--- src/rtl/intan_packer_pkg.sv ---
// Shared types, constants and helpers for the Intan frame packer.
//   state_t             : packer FSM states (IDLE, COLLECT, FLUSH, DROP)
//   HEADER_SYNC_DEFAULT : sync pattern placed in header bits [31:16]
//   MASK_*              : contiguous lane masks (lane 0 always lowest bit)
//   frame_words(n)      : words per frame for n channels (header + data words)
//   lane_mask(count)    : contiguous mask for a given number of filled lanes
package intan_packer_pkg;

  typedef enum logic [1:0] {
    IDLE    = 2'd0,
    COLLECT = 2'd1,
    FLUSH   = 2'd2,
    DROP    = 2'd3
  } state_t;

  localparam logic [15:0] HEADER_SYNC_DEFAULT = 16'hA5A5;
  localparam int          LANES               = 4;

  localparam logic [3:0] MASK_NONE = 4'b0000;
  localparam logic [3:0] MASK_1    = 4'b0001;
  localparam logic [3:0] MASK_2    = 4'b0011;
  localparam logic [3:0] MASK_3    = 4'b0111;
  localparam logic [3:0] MASK_4    = 4'b1111;

  function automatic int frame_words(input int n);
    return 1 + (n + LANES - 1) / LANES;
  endfunction

  function automatic logic [3:0] lane_mask(input logic [2:0] count);
    case (count)
      3'd0:    return MASK_NONE;
      3'd1:    return MASK_1;
      3'd2:    return MASK_2;
      3'd3:    return MASK_3;
      default: return MASK_4;
    endcase
  endfunction

endpackage

--- src/rtl/intan_lane_accumulator.sv ---
// Fills a 64-bit word with 16-bit samples, lane 0 first.
//   clk, rstn    : clock, asynchronous active-low reset
//   clear        : drop the partial word (end of frame)
//   push, data   : write data into the next free lane
//   word         : current partial word, unused lanes read as zero
//   mask         : contiguous mask of filled lanes
//   empty        : no lanes filled
//   full         : this push fills the last lane; the completed word is on
//                  filled_word and the accumulator restarts empty next cycle
//   filled_word  : partial word with data placed in lane 3
module intan_lane_accumulator
  import intan_packer_pkg::*;
(
  input  logic        clk,
  input  logic        rstn,
  input  logic        clear,
  input  logic        push,
  input  logic [15:0] data,
  output logic [63:0] word,
  output logic [3:0]  mask,
  output logic        empty,
  output logic        full,
  output logic [63:0] filled_word
);

  logic [2:0] count;

  assign empty       = (count == 3'd0);
  assign full        = push && (count == 3'(LANES - 1));
  assign mask        = lane_mask(count);
  assign filled_word = {data, word[47:0]};

  // A completed word leaves through filled_word, so the register never
  // holds four lanes; it restarts empty instead.
  always_ff @(posedge clk or negedge rstn) begin
    if (!rstn) begin
      word  <= '0;
      count <= '0;
    end else if (clear || full) begin
      word  <= '0;
      count <= '0;
    end else if (push) begin
      case (count[1:0])
        2'd0:    word[15:0]  <= data;
        2'd1:    word[31:16] <= data;
        2'd2:    word[47:32] <= data;
        default: word[63:48] <= data;
      endcase
      count <= count + 3'd1;
    end
  end

endmodule

--- src/rtl/intan_frame_packer.sv ---
// Packs one Intan SPI frame of 16-bit samples into 64-bit FIFO words.
// Each frame is a header word {TS, HEADER_SYNC, frame_seq} followed by data
// words with a contiguous lane mask; the last word carries packet_end.
// A frame is written whole or dropped whole, decided at frame_start from the
// downstream headroom.
// Optional feature: define INTAN_PACKER_TIMESTAMP_EN to place a free-running
// clk-cycle counter (latched at frame_start) in header [63:32]; otherwise
// those bits are zero and no counter exists.
// Ports:
//   clk, rstn                : clock, asynchronous active-low reset
//   run                      : accept new frames (looked at only in IDLE)
//   channel_enable           : per-channel keep mask, latched at frame_start
//   frame_start              : 1-cycle frame start pulse
//   sample_valid/data/last   : sample stream, no stall possible
//   fifo_full, fifo_count    : downstream FIFO status
//   fifo_write_en/data/channel_mask/packet_end_flag : registered write port
//   frame_seq                : sequence number of the next frame
//   dropped_frames           : saturating dropped-frame count
//   protocol_error           : sticky protocol violation flag
//   busy                     : FSM not in IDLE
//   fsm_state                : raw FSM state for debug
// Valid/ready: there is no ready on either side. A sample is taken on every
// cycle sample_valid is high; a FIFO word is written on every cycle
// fifo_write_en is high, and headroom is guaranteed before a frame starts.
module intan_frame_packer
  import intan_packer_pkg::*;
#(
  parameter int          NUM_CHANNELS = 32,
  parameter int          FIFO_DEPTH   = 256,
  parameter logic [15:0] HEADER_SYNC  = HEADER_SYNC_DEFAULT
) (
  input  logic                    clk,
  input  logic                    rstn,
  input  logic                    run,
  input  logic [NUM_CHANNELS-1:0] channel_enable,
  input  logic                    frame_start,
  input  logic                    sample_valid,
  input  logic [15:0]             sample_data,
  input  logic                    sample_last,
  input  logic                    fifo_full,
  input  logic [8:0]              fifo_count,
  output logic                    fifo_write_en,
  output logic [63:0]             fifo_write_data,
  output logic [3:0]              fifo_channel_mask,
  output logic                    fifo_packet_end_flag,
  output logic [15:0]             frame_seq,
  output logic [15:0]             dropped_frames,
  output logic                    protocol_error,
  output logic                    busy,
  output logic [1:0]              fsm_state
);

  localparam int         FRAME_WORDS  = frame_words(NUM_CHANNELS);
  // Margin of 2 covers our output register and the downstream write latency.
  localparam logic [9:0] HEADROOM_MAX = 10'(FIFO_DEPTH - FRAME_WORDS - 2);
  localparam logic [6:0] CH_LIMIT     = 7'(NUM_CHANNELS);

  state_t                  state, state_next;
  logic [NUM_CHANNELS-1:0] enable_q;
  logic [6:0]              ch_idx;
  logic                    ch_keep;
  logic [63:0]             hold_data;
  logic                    hold_valid;
  logic [31:0]             ts_value;

  logic headroom_ok, start_req, accept, drop, take, last_in;
  logic emit, emit_end, hold_pop;
  logic [63:0] emit_data;
  logic [3:0]  emit_mask;

  logic        acc_clear, acc_empty, acc_full;
  logic [63:0] acc_word, acc_filled;
  logic [3:0]  acc_mask;

`ifdef INTAN_PACKER_TIMESTAMP_EN
  logic [31:0] ts_count;

  always_ff @(posedge clk or negedge rstn) begin
    if (!rstn) ts_count <= '0;
    else       ts_count <= ts_count + 32'd1;
  end

  assign ts_value = ts_count;
`else
  assign ts_value = 32'h0;
`endif

  assign headroom_ok = !fifo_full && ({1'b0, fifo_count} <= HEADROOM_MAX);
  assign start_req   = frame_start && run && (state == IDLE);
  assign accept      = start_req && headroom_ok;
  assign drop        = start_req && !headroom_ok;
  assign last_in     = sample_valid && sample_last;
  assign take        = (state == COLLECT) && sample_valid && ch_keep;
  assign acc_clear   = (state == FLUSH);
  assign busy        = (state != IDLE);
  assign fsm_state   = state;

  // Channel lookup by comparison keeps indices past NUM_CHANNELS at zero.
  always_comb begin
    ch_keep = 1'b0;
    for (int i = 0; i < NUM_CHANNELS; i++) begin
      if (ch_idx == 7'(i)) ch_keep = enable_q[i];
    end
  end

  intan_lane_accumulator u_acc (
    .clk         (clk),
    .rstn        (rstn),
    .clear       (acc_clear),
    .push        (take),
    .data        (sample_data),
    .word        (acc_word),
    .mask        (acc_mask),
    .empty       (acc_empty),
    .full        (acc_full),
    .filled_word (acc_filled)
  );

  // FSM: state register
  always_ff @(posedge clk or negedge rstn) begin
    if (!rstn) state <= IDLE;
    else       state <= state_next;
  end

  // FSM: next state
  always_comb begin
    state_next = state;
    case (state)
      IDLE: begin
        if (accept)    state_next = COLLECT;
        else if (drop) state_next = DROP;
      end
      COLLECT: if (last_in) state_next = FLUSH;
      FLUSH:   state_next = IDLE;
      DROP:    if (last_in) state_next = IDLE;
      default: state_next = IDLE;
    endcase
  end

  // FSM: outputs. The hold word leaves when the accumulator restarts, which
  // is the only cycle a new full word could need the hold slot.
  always_comb begin
    emit      = 1'b0;
    emit_end  = 1'b0;
    emit_data = '0;
    emit_mask = MASK_NONE;
    hold_pop  = 1'b0;
    case (state)
      COLLECT: begin
        if (take && acc_empty && hold_valid) begin
          emit      = 1'b1;
          emit_data = hold_data;
          emit_mask = MASK_4;
          hold_pop  = 1'b1;
        end
      end
      FLUSH: begin
        hold_pop = 1'b1;
        if (!acc_empty) begin
          emit      = 1'b1;
          emit_end  = 1'b1;
          emit_data = acc_word;
          emit_mask = acc_mask;
        end else if (hold_valid) begin
          emit      = 1'b1;
          emit_end  = 1'b1;
          emit_data = hold_data;
          emit_mask = MASK_4;
        end
      end
      default: ;
    endcase
  end

  always_ff @(posedge clk or negedge rstn) begin
    if (!rstn) begin
      enable_q       <= '0;
      ch_idx         <= '0;
      hold_data      <= '0;
      hold_valid     <= 1'b0;
      frame_seq      <= '0;
      dropped_frames <= '0;
      protocol_error <= 1'b0;
    end else begin
      if (start_req) begin
        enable_q  <= channel_enable;
        frame_seq <= frame_seq + 16'd1;
      end
      if (drop && dropped_frames != 16'hFFFF) dropped_frames <= dropped_frames + 16'd1;

      if (accept) ch_idx <= '0;
      else if (state == COLLECT && sample_valid && ch_idx < CH_LIMIT) ch_idx <= ch_idx + 7'd1;

      if (accept) begin
        hold_data  <= {ts_value, HEADER_SYNC, frame_seq};
        hold_valid <= 1'b1;
      end else if (acc_full) begin
        hold_data  <= acc_filled;
        hold_valid <= 1'b1;
      end else if (hold_pop) begin
        hold_valid <= 1'b0;
      end

      if ((frame_start && state != IDLE) || (sample_valid && state == IDLE))
        protocol_error <= 1'b1;
    end
  end

  // Write port: all four fields registered together; idle cycles read zero.
  always_ff @(posedge clk or negedge rstn) begin
    if (!rstn) begin
      fifo_write_en        <= 1'b0;
      fifo_write_data      <= '0;
      fifo_channel_mask    <= '0;
      fifo_packet_end_flag <= 1'b0;
    end else begin
      fifo_write_en        <= emit;
      fifo_write_data      <= emit_data;
      fifo_channel_mask    <= emit_mask;
      fifo_packet_end_flag <= emit_end;
    end
  end

endmodule

--- config.mk ---
export PLATFORM = sky130hd
export DESIGN_NAME = intan_frame_packer
export DESIGN_NICKNAME = d
export VERILOG_FILES = /design/src/rtl/intan_packer_pkg.sv /design/src/rtl/intan_lane_accumulator.sv /design/src/rtl/intan_frame_packer.sv
export SDC_FILE = /design/constraint.sdc
export NUM_CORES = 1
export LEC_CHECK = 0
export CAP_MARGIN = 40
export CORE_ASPECT_RATIO = 1.25
export CORE_MARGIN = 4
export CORE_UTILIZATION = 35
export CTS_BUF_LIST = sky130_fd_sc_hd__clkbuf_16
export CTS_CLUSTER_SIZE = 40
export DETAILED_ROUTE_END_ITERATION = 8
export PLACE_DENSITY_LB_ADDON = 0.12
export SLEW_MARGIN = 15
export SYNTH_ARGS = -nofsm -noshare
export SYNTH_HDL_FRONTEND = slang
export SYNTH_HIERARCHICAL = 1
export SYNTH_SLANG_ARGS = --single-unit
--- constraint.sdc ---
create_clock -name clk -period 6.14 [get_ports clk]
set_input_delay 1.535 -clock clk [delete_from_list [all_inputs] [get_ports clk]]
set_output_delay 1.535 -clock clk [all_outputs]
set_load 0.02 [all_outputs]
After elaboration in Yosys (flattened, before gate mapping)
Index checks and enable logic that the tools add are counted.
{"block": "totals", "input_bits": 64, "regBits": 276, "out_inout_bits": 106, "elab_cells": 171}
{"block": "classes", "n_eq_ne": 44, "n_addsub": 4, "muxes": 67, "n_reduce_logical": 37, "n_lt_le_gt_ge": 2}
{"cell": "64-bit 2-to-1 mux", "n": 7}
{"cell": "64-bit one-hot mux with 2 select lines", "n": 1}
{"cell": "7-bit by 5-bit equality test with 1-bit output, second input constant", "n": 16}
{"cell": "16-bit 2-to-1 mux", "n": 4}
{"cell": "7-bit by 4-bit equality test with 1-bit output, second input constant", "n": 8}
{"cell": "1-bit 2-to-1 mux", "n": 39}
{"cell": "16-bit by 1-bit adder with 16-bit output, second input constant", "n": 2}
{"cell": "7-bit by 3-bit equality test with 1-bit output, second input constant", "n": 4}
{"cell": "16-bit inequality test, second input constant", "n": 1}
{"cell": "1-bit logical AND", "n": 15}
{"cell": "7-bit by 2-bit equality test with 1-bit output, second input constant", "n": 2}
{"cell": "7-bit 2-to-1 mux", "n": 2}
{"cell": "2-bit nonzero test", "n": 7}
{"cell": "4-bit 2-to-1 mux", "n": 3}
{"cell": "4-bit one-hot mux with 3 select lines", "n": 1}
{"cell": "9-bit by 8-bit <= comparator with 1-bit output, second input constant", "n": 1}
{"cell": "2-bit 2-to-1 mux", "n": 4}
{"cell": "2-bit one-hot mux with 4 select lines", "n": 1}
{"cell": "4-bit one-hot mux with 2 select lines", "n": 1}
{"cell": "2-bit AND reduction", "n": 4}
{"cell": "7-bit by 1-bit adder with 7-bit output, second input constant", "n": 1}
{"cell": "7-bit by 1-bit equality test with 1-bit output, second input constant", "n": 1}
{"cell": "7-bit logical NOT", "n": 1}
{"cell": "7-bit by 6-bit < comparator with 1-bit output, second input constant", "n": 1}
{"cell": "17 further kinds", "n": 27}

Logic depth before layout (Yosys ltp)
{"block": "depth", "ltp_word": 41, "ltp_mapped": 18, "mapped_depth_nobuf": 10}

By module
The synthesis kept the hierarchy.
{"mod": "intan_frame_packer", "area_per_inst_um2": 9736.8, "cells_each": 927, "n_inst": 1, "seq_area_each_um2": 5230.0}
{"mod": "intan_lane_accumulator", "area_per_inst_um2": 4927.2, "cells_each": 466, "n_inst": 1, "seq_area_each_um2": 1676.6}

Least setup slack after synthesis
Ideal clock, no wire load.
{"block": "synth_timing", "path_type": "input to register", "start": "input sample_valid", "end": "register hold_data[28]", "arrival_time_ps": 4398, "required_ps": 6008, "setup_time_ps": 132, "stages": 14, "path_buffers": 6, "slack_ps": 1611, "cell_sequence": "nand2_1 -> o211ai_1 -> a221oi_1 -> a211oi_4 -> o31a_2 -> buf_6 -> buf_4 -> buf_2 -> and2_1 -> clkbuf_1 -> buf_1 -> buf_1 -> mux2i_1 -> nor2_1"}
{"block": "synth_via", "elab_chain_len": 4}
{"element": "start, declared", "line_no": "intan_frame_packer.sv:37", "text": "input logic sample_valid,"}
{"element": "1-bit logical AND (2 in a row)", "line_no": "intan_frame_packer.sv:93", "text": "assign take = (state == COLLECT) && sample_valid && ch_keep;"}
{"element": "named net take", "line_no": "intan_frame_packer.sv:66", "text": "logic headroom_ok, start_req, accept, drop, take, last_in;"}
{"element": "1-bit logical AND", "line_no": "intan_lane_accumulator.sv:29", "text": "assign full = push && (count == 3'(LANES - 1));"}
{"element": "named net acc_full", "line_no": "intan_frame_packer.sv:71", "text": "logic acc_clear, acc_empty, acc_full;"}
{"element": "2-bit nonzero test (no line)"}
{"element": "end signal, assigned", "line_no": "intan_frame_packer.sv:195", "text": "hold_data <= {ts_value, HEADER_SYNC, frame_seq};"}
{"element": "end signal, assigned", "line_no": "intan_frame_packer.sv:198", "text": "hold_data <= acc_filled;"}
{"element": "end, declared", "line_no": "intan_frame_packer.sv:62", "text": "logic [63:0] hold_data;"}
The timed path passes the listed nets, and every way through them passes these cells.
A chain may end at the register's enable or synchronous reset.

Worst setup path after layout
{"block": "layout_timing", "start": "register ch_idx[1]", "end": "register hold_data[30]"}
{"block": "layout_via", "elab_chain_len": 36, "elab_cells_between_ends": 67, "cone_classes": "eq/ne (31); mux (32); reduce/logical (4)"}
{"element": "start, declared", "line_no": "intan_frame_packer.sv:60", "text": "logic [6:0] ch_idx;"}
{"element": "start signal, assigned", "line_no": "intan_frame_packer.sv:192", "text": "else if (state == COLLECT && sample_valid && ch_idx < CH_LIMIT) ch_idx <= ch_idx + 7'd1;"}
{"element": "7-bit logical NOT", "line_no": "intan_frame_packer.sv:102", "text": "if (ch_idx == 7'(i)) ch_keep = enable_q[i];"}
{"element": "1-bit 2-to-1 mux (31 in a row)", "line_no": "intan_frame_packer.sv:102"}
{"element": "1-bit 2-to-1 mux *", "line_no": "intan_frame_packer.sv:102"}
{"element": "1-bit logical AND *", "line_no": "intan_frame_packer.sv:93"}
{"element": "named net take", "line_no": "intan_frame_packer.sv:66"}
{"element": "1-bit logical AND *", "line_no": "intan_lane_accumulator.sv:29"}
{"element": "named net acc_full", "line_no": "intan_frame_packer.sv:71"}
{"element": "2-bit nonzero test (no line) *"}
The timed path passes the listed nets; every way through them passes the cells marked *.

==> run metrics <==
kind of critical path=register to register; Worst R2R Start=ch_idx[1]$_DFFE_PN0P_; Finish-stage setup viols=0; Die X=191.1 µm; row cnt=a little over 80; ys flop type=dfrtp_1; Setup TNS Final=0 ns; Worst-Margin Slew=0.9102 ns; # fillers=4000; Ports=170; Total GRT Usage=0.1701; CP Launch Type=register; outcome=finished clean; First-pass DRT Iterations=5; clk_lat worst skew=0.57 ns; most common cell after layout, fill and taps aside=dfrtp_1; Final #Nets=1522; leakage power=6.812 nW; port buffer count=approximately 170; Die Area=45260 µm²; post-CTS setup buffer count=0; clock sink count=between 200 and 300; root buffer cell=clkbuf_16; PwrDens=344.3 nW/µm²; fmax=about 240 MHz; vias in the first global route=10610; Post-synth EDFFs=0; count of cell types in the netlist=between 60 and 70; vias=roughly 10000; share of cells above drive strength 1=0.1347; P&R area growth vs syn=17.36%; pre-CTS setup slack=1.570 ns; Required @ worst endpoint=6.57 ns; Mean Syn Cell Area=10.53 µm²; CTS buffer count=30; area of the mapped netlist=14660 µm²; Fin Clk Skew=0.01209 ns; Gate Count Post-Synth=1393; HPWL Detailed=24110 µm; min setup slack post-route=2.009 ns; RSZ-0062 raised after global routing=false; die height=236.9 µm; async set-reset flop share out of synthesis=1.000; data arrival time of the worst path=4.56 ns; diode count=0; Max Cap Viol=0; syn_nets=1474; global-route wire length before repair=62220 µm; Crit. End Element=register; Worst Setup SP=ch_idx[1]$_DFFE_PN0P_; Max-slew headroom=0.3932; H-tree levels=1; clock period minus worst slack=4.131 ns; synth warn=6; VDD IR max=0.0002448 V; Initial DRC Count=685; Initial Utilization=0.3557; CTS max path bufs=3; Pins Over Slew Limit=0; largest net degree at the start of global routing=200; Worst-path clk slew=0.06 ns; commonest cells after routing, fill and taps aside=dfrtp_1, clkdlybuf4s50_1, nand2_1; Yosys reg bits=276; fin crit share=0.6727; DRT antenna net count=0; final hold violation count=0; wire per inst=19.33 µm; HP Start=enable_q[8]$_DFFE_PN0P_; Worst Hold Class=register to register; Vias/cell=5.101; DRC violations left=0; CTS tree=yes; initial antenna violation count=0; final WL=38940 µm; cts hold-fix bufs=0; GP Congestion=0.7513; GRT overflow=0; Gates resized, CTS repair=0; crit path max fanout=40; register area share after synthesis=0.4710; core area=41230 µm²
power by group:
group | total [mW] | internal [mW] | leakage, nW | switching, mW
clock | 1.73 | 0.983 | 0.466 | 0.749
combinational | 1.90 | 0.706 | 2.62 | 1.19
sequential | 2.29 | 2.06 | 3.72 | 0.237
total | 5.93 | 3.75 | 6.81 | 2.18
routing by layer:
metal | GRT usage | share of wire | up-vias
met5 | 0 | 0 | -
met4 | 0.04006 | 0.019 | 0
met3 | 0.02919 | 0.045 | 40
met2 | 0.2854 | 0.48 | 178
met1 | 0.2302 | 0.45 | 5138
li1 | - | - | 4917
registers in the layout, summed over array words and instances, names as in the netlist:
signal,cells
hold_data,64
u_acc/count,3
fsm_state,2
frame_seq,16
hold_valid,1
fifo_write_data,64
u_acc/word,64
protocol_error,1
fifo_packet_end_flag,1
dropped_frames,16
ch_idx,7
fifo_channel_mask,4
fifo_write_en,1
enable_q,32
kinds of logic after synthesis:
kind of cell	share of synthesized area
xor+xnor	0.02031
simple gates	0.1695
fa+ha+maj	0.01450
mux	0.04445
flops	0.4710
compound gates	0.1981
buf+inv	0.08217
metrics by stage:
step	util	cells	total power, mW	hold slack, ns	area (µm²)
3_5_place_dp	0.3951	1960	4.254	0.4653	16290
5_1_grt	0.4174	2014	6.297	0.4910	17210
6_report	0.4174	2014	5.926	0.4768	17210
2_1_floorplan	-	1393	3.746	0.4369	14660
4_1_cts	0.4173	2013	6.028	0.4804	17210
3_3_place_gp	0.3944	1959	4.218	0.4589	16260
cell type report:
type                       instances  area [µm²]  area share
multi-input combinational        890        6600      0.3835
timing repair buffer             191        1902      0.1105
clock inverter                    22       140.1    0.008142
inverter                          52       195.2     0.01134
clock buffer                      31       775.7     0.04507
tap                              552       690.7     0.04013
sequential                       276        6907      0.4013
Yosys cell counts, types with 24 or more instances:
| cell type | number | area share |
|---|---|---|
| a21bo_1 | 41 | 0.028 |
| a221oi_2 | 62 | 0.063 |
| a22oi_1 | 65 | 0.033 |
| buf_2 | 24 | 0.0082 |
| buf_4 | 74 | 0.038 |
| clkbuf_1 | 65 | 0.017 |
| dfrtp_1 | 276 | 0.47 |
| inv_1 | 52 | 0.013 |
| mux2i_1 | 64 | 0.044 |
| nand2_1 | 144 | 0.037 |
| nand2b_1 | 69 | 0.029 |
| nand3_1 | 73 | 0.025 |
| nor2_1 | 67 | 0.017 |
| nor3b_2 | 30 | 0.026 |
| o21ai_0 | 31 | 0.011 |
| o21ai_1 | 30 | 0.010 |
critical path: stages (launching register included):
cell and delay [ns]:
dfrtp_1 0.40, inv_1 0.12, ha_1 0.67, nand2_1 0.16
a32o_1 0.30, a221o_1 0.36, a2111oi_4 0.60, o31a_4 0.25
and2_4 0.14, buf_4 0.57, mux2i_1 0.27, nor2_1 0.06
final timing paths:
| kind | slack [ns] | end | cells past startpoint |
|---|---|---|---|
| setup / recovery | 2.01 | hold_data[30]$_DFFE_PN0P_ | 11 |
| hold / removal | 0.48 | enable_q[8]$_DFFE_PN0P_ | 2 |
| setup reg to reg | 2.01 | hold_data[30]$_DFFE_PN0P_ | 11 |
| hold reg to reg | 0.48 | enable_q[8]$_DFFE_PN0P_ | 2 |
| max in group asynchronous | 3.92 | fifo_write_data[29]$_DFF_PN0_ | 2 |
| min in group asynchronous | 1.01 | fifo_write_data[30]$_DFF_PN0_ | 1 |
(Power assumes the default switching activity.)
